File: config.mk
export PLATFORM = sky130hd
export DESIGN_NAME = udp_rx_parser
export DESIGN_NICKNAME = d
export VERILOG_FILES = /design/src/rtl/ether_rx_pkg.sv /design/src/rtl/udp_rx_parser.sv
export SDC_FILE = /design/constraint.sdc
export NUM_CORES = 1
export LEC_CHECK = 0
export CAP_MARGIN = 20
export CORE_UTILIZATION = 40
export DETAILED_ROUTE_END_ITERATION = 10
export PLACE_DENSITY_LB_ADDON = 0.1
export SLEW_MARGIN = 25
export SYNTH_ARGS = -nofsm -noshare
export SYNTH_HDL_FRONTEND = slang
export SYNTH_SLANG_ARGS = --single-unit
File: constraint.sdc
create_clock -name clk -period 11.02 [get_ports clk]
set_input_delay 1.653 -clock clk [delete_from_list [all_inputs] [get_ports clk]]
set_output_delay 1.653 -clock clk [all_outputs]
set_load 0.02 [all_outputs]
File: src/rtl/ether_rx_pkg.sv
// Shared definitions for the receive-side Ethernet/IP/UDP parsers.
package ether_rx_pkg;

  typedef enum logic [2:0] {
    ST_IDLE     = 3'd0,
    ST_READ_HDR = 3'd1,
    ST_HDR_OUT  = 3'd2,
    ST_PAYLOAD  = 3'd3,
    ST_DROP     = 3'd4
  } rx_state_t;

  localparam int         UDP_HDR_BYTES = 8;
  localparam logic [7:0] IP_PROTO_UDP  = 8'd17;

endpackage

File: src/rtl/udp_rx_parser.sv
// UDP receive parser: keeps UDP datagrams from the IP receive stream, parses
// the 8-byte UDP header, optionally filters on destination port, and forwards
// the payload trimmed to the UDP length (strips Ethernet padding).
//
// state       | meaning
// ------------+-----------------------------------------------------------
// ST_IDLE     | waiting for an IP header
// ST_READ_HDR | shifting in the 8 UDP header bytes
// ST_HDR_OUT  | presenting the parsed UDP header downstream
// ST_PAYLOAD  | passing payload bytes through until UDP length is reached
// ST_DROP     | discarding the rest of the IP payload up to tlast
module udp_rx_parser
  import ether_rx_pkg::*;
#(
  parameter logic [7:0] UDP_PROTOCOL   = IP_PROTO_UDP,
  parameter int         DROP_CNT_WIDTH = 16
) (
  input  logic                      clk,
  input  logic                      rst,

  input  logic                      s_ip_hdr_valid,
  output logic                      s_ip_hdr_ready,
  input  logic [7:0]                s_ip_protocol,
  input  logic [31:0]               s_ip_source_ip,
  input  logic [31:0]               s_ip_dest_ip,
  input  logic [7:0]                s_ip_payload_axis_tdata,
  input  logic                      s_ip_payload_axis_tvalid,
  output logic                      s_ip_payload_axis_tready,
  input  logic                      s_ip_payload_axis_tlast,
  input  logic                      s_ip_payload_axis_tuser,

  output logic                      m_udp_hdr_valid,
  input  logic                      m_udp_hdr_ready,
  output logic [31:0]               m_udp_source_ip,
  output logic [31:0]               m_udp_dest_ip,
  output logic [15:0]               m_udp_source_port,
  output logic [15:0]               m_udp_dest_port,
  output logic [15:0]               m_udp_length,
  output logic [15:0]               m_udp_checksum,
  output logic [7:0]                m_udp_payload_axis_tdata,
  output logic                      m_udp_payload_axis_tvalid,
  input  logic                      m_udp_payload_axis_tready,
  output logic                      m_udp_payload_axis_tlast,
  output logic                      m_udp_payload_axis_tuser,

  input  logic [15:0]               local_port,
  input  logic                      port_filter_en,

  output logic                      error_header_early_termination,
  output logic                      error_payload_early_termination,
  output logic [DROP_CNT_WIDTH-1:0] dropped_count
);

  localparam logic [15:0] HDR_LEN = 16'(UDP_HDR_BYTES);

  rx_state_t   state, state_next;
  logic        armed;
  logic [2:0]  byte_cnt;
  logic [63:0] hdr_shift;
  logic [15:0] remaining;
  logic [31:0] src_ip_q, dst_ip_q;

  logic        hdr_hs, pay_hs, hdr_out_hs;
  logic        drop_inc, hdr_err, pay_err;

  // After seven header bytes the dst port and length sit at fixed offsets
  // of the shift register, so byte 7 can be judged in the same cycle.
  logic [15:0] dst_at7, len_at7;
  assign dst_at7 = hdr_shift[39:24];
  assign len_at7 = hdr_shift[23:8];

  assign hdr_hs     = s_ip_hdr_valid && s_ip_hdr_ready;
  assign pay_hs     = (state == ST_PAYLOAD) && s_ip_payload_axis_tvalid && m_udp_payload_axis_tready;
  assign hdr_out_hs = (state == ST_HDR_OUT) && m_udp_hdr_ready;

  assign m_udp_source_ip   = src_ip_q;
  assign m_udp_dest_ip     = dst_ip_q;
  assign m_udp_source_port = hdr_shift[63:48];
  assign m_udp_dest_port   = hdr_shift[47:32];
  assign m_udp_length      = hdr_shift[31:16];
  assign m_udp_checksum    = hdr_shift[15:0];

  // Next-state, handshake and payload pass-through decode.
  always_comb begin
    state_next                = state;
    s_ip_hdr_ready            = 1'b0;
    s_ip_payload_axis_tready  = 1'b0;
    m_udp_hdr_valid           = 1'b0;
    m_udp_payload_axis_tdata  = 8'd0;
    m_udp_payload_axis_tvalid = 1'b0;
    m_udp_payload_axis_tlast  = 1'b0;
    m_udp_payload_axis_tuser  = 1'b0;
    drop_inc                  = 1'b0;
    hdr_err                   = 1'b0;
    pay_err                   = 1'b0;
    case (state)
      ST_IDLE: begin
        s_ip_hdr_ready = armed;
        if (armed && s_ip_hdr_valid) begin
          if (s_ip_protocol == UDP_PROTOCOL) begin
            state_next = ST_READ_HDR;
          end else begin
            state_next = ST_DROP;
            drop_inc   = 1'b1;
          end
        end
      end
      ST_READ_HDR: begin
        s_ip_payload_axis_tready = 1'b1;
        if (s_ip_payload_axis_tvalid) begin
          if (byte_cnt != 3'd7) begin
            if (s_ip_payload_axis_tlast) begin
              hdr_err    = 1'b1;
              drop_inc   = 1'b1;
              state_next = ST_IDLE;
            end
          end else if ((len_at7 <= HDR_LEN) ||
                       (port_filter_en && (dst_at7 != local_port))) begin
            drop_inc   = 1'b1;
            state_next = s_ip_payload_axis_tlast ? ST_IDLE : ST_DROP;
          end else if (s_ip_payload_axis_tlast) begin
            hdr_err    = 1'b1;
            drop_inc   = 1'b1;
            state_next = ST_IDLE;
          end else begin
            state_next = ST_HDR_OUT;
          end
        end
      end
      ST_HDR_OUT: begin
        m_udp_hdr_valid = 1'b1;
        if (m_udp_hdr_ready) state_next = ST_PAYLOAD;
      end
      ST_PAYLOAD: begin
        s_ip_payload_axis_tready  = m_udp_payload_axis_tready;
        m_udp_payload_axis_tvalid = s_ip_payload_axis_tvalid;
        m_udp_payload_axis_tdata  = s_ip_payload_axis_tdata;
        if (remaining == 16'd1) begin
          m_udp_payload_axis_tlast = 1'b1;
          m_udp_payload_axis_tuser = s_ip_payload_axis_tuser;
        end else if (s_ip_payload_axis_tlast) begin
          m_udp_payload_axis_tlast = 1'b1;
          m_udp_payload_axis_tuser = 1'b1;
        end else begin
          m_udp_payload_axis_tuser = s_ip_payload_axis_tuser;
        end
        if (pay_hs) begin
          if (remaining == 16'd1) begin
            state_next = s_ip_payload_axis_tlast ? ST_IDLE : ST_DROP;
          end else if (s_ip_payload_axis_tlast) begin
            pay_err    = 1'b1;
            state_next = ST_IDLE;
          end
        end
      end
      ST_DROP: begin
        s_ip_payload_axis_tready = 1'b1;
        if (s_ip_payload_axis_tvalid && s_ip_payload_axis_tlast) state_next = ST_IDLE;
      end
      default: state_next = ST_IDLE;
    endcase
  end

  // State register; armed holds header-ready low until the first edge out of reset.
  always_ff @(posedge clk or posedge rst) begin
    if (rst) begin
      state <= ST_IDLE;
      armed <= 1'b0;
    end else begin
      state <= state_next;
      armed <= 1'b1;
    end
  end

  // Header capture: IP addresses on the IP header handshake, UDP header bytes by shifting.
  always_ff @(posedge clk or posedge rst) begin
    if (rst) begin
      src_ip_q  <= 32'd0;
      dst_ip_q  <= 32'd0;
      byte_cnt  <= 3'd0;
      hdr_shift <= 64'd0;
    end else begin
      if (hdr_hs) begin
        src_ip_q <= s_ip_source_ip;
        dst_ip_q <= s_ip_dest_ip;
        byte_cnt <= 3'd0;
      end else if ((state == ST_READ_HDR) && s_ip_payload_axis_tvalid) begin
        byte_cnt  <= byte_cnt + 3'd1;
        hdr_shift <= {hdr_shift[55:0], s_ip_payload_axis_tdata};
      end
    end
  end

  // Payload byte down-counter, loaded with the UDP payload length.
  always_ff @(posedge clk or posedge rst) begin
    if (rst) begin
      remaining <= 16'd0;
    end else if (hdr_out_hs) begin
      remaining <= m_udp_length - HDR_LEN;
    end else if (pay_hs) begin
      remaining <= remaining - 16'd1;
    end
  end

  // Registered error pulses and wrapping dropped-datagram counter.
  always_ff @(posedge clk or posedge rst) begin
    if (rst) begin
      error_header_early_termination  <= 1'b0;
      error_payload_early_termination <= 1'b0;
      dropped_count                   <= '0;
    end else begin
      error_header_early_termination  <= hdr_err;
      error_payload_early_termination <= pay_err;
      if (drop_inc) dropped_count <= dropped_count + 1'b1;
    end
  end

endmodule

==> key figures <==
GRT
  – GRT Overall Usage: 21.68%
  – First-pass GRT wire length: 32610 µm
  – Initial antenna violation count: 0
  – Largest net degree at the start of global routing: 92
  – Vias in the first global route: 5991
  – Grt ovf: 0

Yosys
  – Seq/Total Area, Yosys: 56.17%
  – Syn Inst Count: 564
  – Mapped cell area: 7528 µm²
  – Mapped Nets: 675
  – Syn avg cell area: 13.35 µm²
  – Yosys cell types: 63
  – Ys flop type: dfrtp_1
  – FF+latch count, synth: 169
  – Number of synthesized flops with an enable pin: 0
  – Syn. warnings: 0
  – Asr flop ratio synth: 100.0%

Finish
  – Area Growth Syn to Fin: 44.76%
  – NumNets Final: 931
  – Layout cell share with drive strength beyond 1: 22.60%
  – Ant. Diodes: 0
  – FILL cells: 1456

CTS
  – Cts bufs inserted: 17
  – Clock Sinks: 169
  – Worst-skew pair later-pin latency: 0.42 ns
  – CTS tree: done
  – Hold buffer count at CTS: 0
  – Postcts setup bufs: 0
  – Resize count post-CTS: 0
  – Root Driver: clkbuf_16
  – Maximum clock path buffer count: 2
  – CTS clock-pin slew for the worst setup and hold paths: 0.07 ns
  – H-tree depth: 4

Worst setup path
  – Crit path max-delay cell type: clkdlybuf4s50_1
  – Max incr delay on CP: 0.58 ns
  – Crit-path cells: clkdlybuf4s50_1 -> a41oi_1 -> nor2_1 -> clkdlybuf4s50_1
  – Startpoint types: input pin
  – Reg2Reg Depth: 5
  – Most used cell, CP: clkdlybuf4s50_1
  – Worst EP required: 9.37 ns
  – Worst setup path startpoint: s_ip_payload_axis_tlast
  – CP endpoint: m_udp_payload_axis_tlast
  – Reg2reg setup slack: 7.46 ns
  – CP Class: input pin to primary output
  – R2R Path Start: state[0]
  – R2r endpoint: dropped_count[1]
  – Critical Path AT: 3.27 ns
  – Worst-path fanout max: 9
  – Crit end category: primary output

Routing
  – Detailed Routing Iterations Pass 1: 9
  – 1st-iter DRT viols: 232
  – Via count: 5528
  – Post-route antenna net violation count: 0
  – Post-DR wirelength/cell: 18.85 µm
  – Avg Vias per Cell: 5.210
  – Routed WL: 20000 µm
  – DRC Markers: 12

Pwr
  – PD cells: 213.5 nW/µm²
  – Worst VDD drop: 124.1 µV
  – P_leak: 4.635 nW

Place
  – Gpl congestion: 0.8813
  – Pre-CTS WS: 6.094 ns
  – DP HPWL: 14450 µm
  – PortBufs: 264

STA
  – Fmax: 203.0 MHz
  – Rel. slew slack: 35.17%
  – RSZ-0062 raised after global routing: false
  – Fin. Hold Viols: 0
  – Number of setup violations in the final report: 0
  – Slack of the critical path: 6.095 ns
  – Period utilization: 44.69%
  – Fin crit period: 4.925 ns
  – Max Clock Skew: 0.01373 ns
  – Setup TNS: 0 ns
  – Worst Tran Pin Value: 0.9725 ns
  – Slew Limit Fails: 0

Run status
  – Status: finished, violations left
  – Failing checks: DRC

Die
  – Site Rows: 49
  – Die Span X: 139.2 µm
  – Chip height: 139.2 µm
  – Die Area: 19370 µm²
  – Core Footprint: 18210 µm²
  – Top Ports: 265
  – Initial Utilization: 41.35%

Hold path
  – Hold Path Class: register to register

Flow run
  – Max-cap violations: 0
==> power by group <==
| group | switching (mW) | internal, mW |
|---|---|---|
| combinational | 0.391 | 0.437 |
| clock | 0.251 | 0.325 |
| sequential | 0.142 | 0.781 |
==> routing by layer <==
| metal | vias to the layer above | global-route usage (%) | wire length [µm] |
|---|---|---|---|
| met2 | 196 | 36.68 | 10130 |
| met4 | 0 | 7.719 | 440 |
| li1 | 2534 | - | - |
| met1 | 2769 | 25.73 | 7935 |
| met5 | - | 0 | 0 |
| met3 | 29 | 7.217 | 1496 |
==> logic make-up (layout without fill, tap and decap cells) <==
kind of cell    count (synthesis)  in the layout  share of synthesized area (%)
mux                           130            130                          19.41
buf+inv                        36            304                          2.476
simple gates                  115            115                          8.975
compound gates                 55             55                          5.668
xor+xnor                       52             52                          6.249
fa+ha+maj                       6              6                         0.9971
other cells                     1              1                        0.04981
flops                         169            169                          56.17
==> flip-flops by register name, summed over array words and instances, names as in the netlist <==
| name | flops |
|---|---|
| hdr_shift | 64 |
| m_udp_dest_ip | 32 |
| m_udp_source_ip | 32 |
| dropped_count | 16 |
| remaining | 16 |
| byte_cnt | 3 |
| state | 3 |
| armed | 1 |
| error_header_early_termination | 1 |
| error_payload_early_termination | 1 |
==> stage by stage <==
| step | power, mW | cells | util (%) | hold slack, ns | instance area, µm² |
|---|---|---|---|---|---|
| 6_report | 2.326 | 1061 | 59.85 | 0.5004 | 10900 |
| 5_1_grt | 2.448 | 1061 | 59.85 | 0.5160 | 10900 |
| 4_1_cts | 2.353 | 1061 | 59.82 | 0.5028 | 10890 |
| 3_5_place_dp | 1.764 | 1030 | 56.70 | 0.4825 | 10320 |
| 3_3_place_gp | 1.751 | 1030 | 56.70 | 0.4830 | 10320 |
| 2_1_floorplan | 1.351 | 564 | - | 0.4701 | 7528 |
==> cells in the mapped netlist, types with 2 or more instances <==
library cell	instances	area, µm²
nor3_2	2	20.02
nand4_1	6	37.54
or4_1	2	15.01
o221ai_1	2	17.52
nor2_4	2	22.52
nand2_1	21	78.83
dfrtp_1	169	4229
nor4_1	2	12.51
nor2b_1	3	18.77
xor2_1	12	105.1
o21ai_0	4	20.02
o31ai_1	2	15.01
o21ai_2	7	61.31
nand3_1	3	15.01
nor2_1	22	82.58
buf_6	4	45.04
nor3_1	10	50.05
o21ai_1	4	20.02
clkbuf_1	8	30.03
ha_1	6	75.07
or4_4	2	22.52
nand2b_1	2	12.51
inv_1	7	26.28
and2_1	4	25.02
a22o_1	4	35.03
xnor2_1	38	332.8
and3_1	18	112.6
a211oi_1	2	15.01
o311ai_0	2	17.52
buf_2	17	85.08
o211ai_2	3	37.54
a21oi_1	8	40.04
o211ai_1	4	30.03
nor4b_1	2	17.52
mux2i_1	2	20.02
xnor2_2	2	32.53
nand3b_1	2	15.01
o2111ai_1	3	26.28
mux2_2	127	1430
==> layout by cell type, fill, tap and decap left out, types with 7 or more instances in the layout <==
cell type / n
a21oi_1: 8
nor2_1: 22
dfrtp_1: 169
xor2_1: 12
xnor2_1: 38
clkbuf_16: 17
nor3_1: 10
mux2_2: 127
clkdlybuf4s50_1: 264
o21ai_2: 7
nand2_1: 21
and3_1: 17
==> cell type report <==
type                            instances  area (µm²)  area share, %
Inverter                                7       31.28         0.2870
Clock buffer                           19       452.9          4.156
Sequential cell                       169        4229          38.81
Multi-Input combinational cell        359        3122          28.65
Timing Repair Buffer                  266        2661          24.42
Tap cell                              229       286.5          2.629
Clock inverter                         12       115.1          1.056
==> critical path, delay by kind of cell <==
kind / cells / cell delay, ns
simple gates: 1 / 0.09
compound gates: 1 / 0.40
buf+inv: 2 / 1.13
==> worst min path at each step <==
stage / slack, ns / from / cells past startpoint / to
after CTS: 0.50 / dropped_count[10] / 1 / dropped_count[10]
final: 0.50 / dropped_count[10] / 1 / dropped_count[10]
after global placement: 0.48 / dropped_count[10] / 1 / dropped_count[10]
after global routing: 0.52 / dropped_count[15] / 1 / dropped_count[15]
after floorplan: 0.47 / byte_cnt[1] / 1 / byte_cnt[1]
after detailed placement: 0.48 / dropped_count[10] / 1 / dropped_count[10]
No activity file was read; power rests on OpenSTA's default activity.
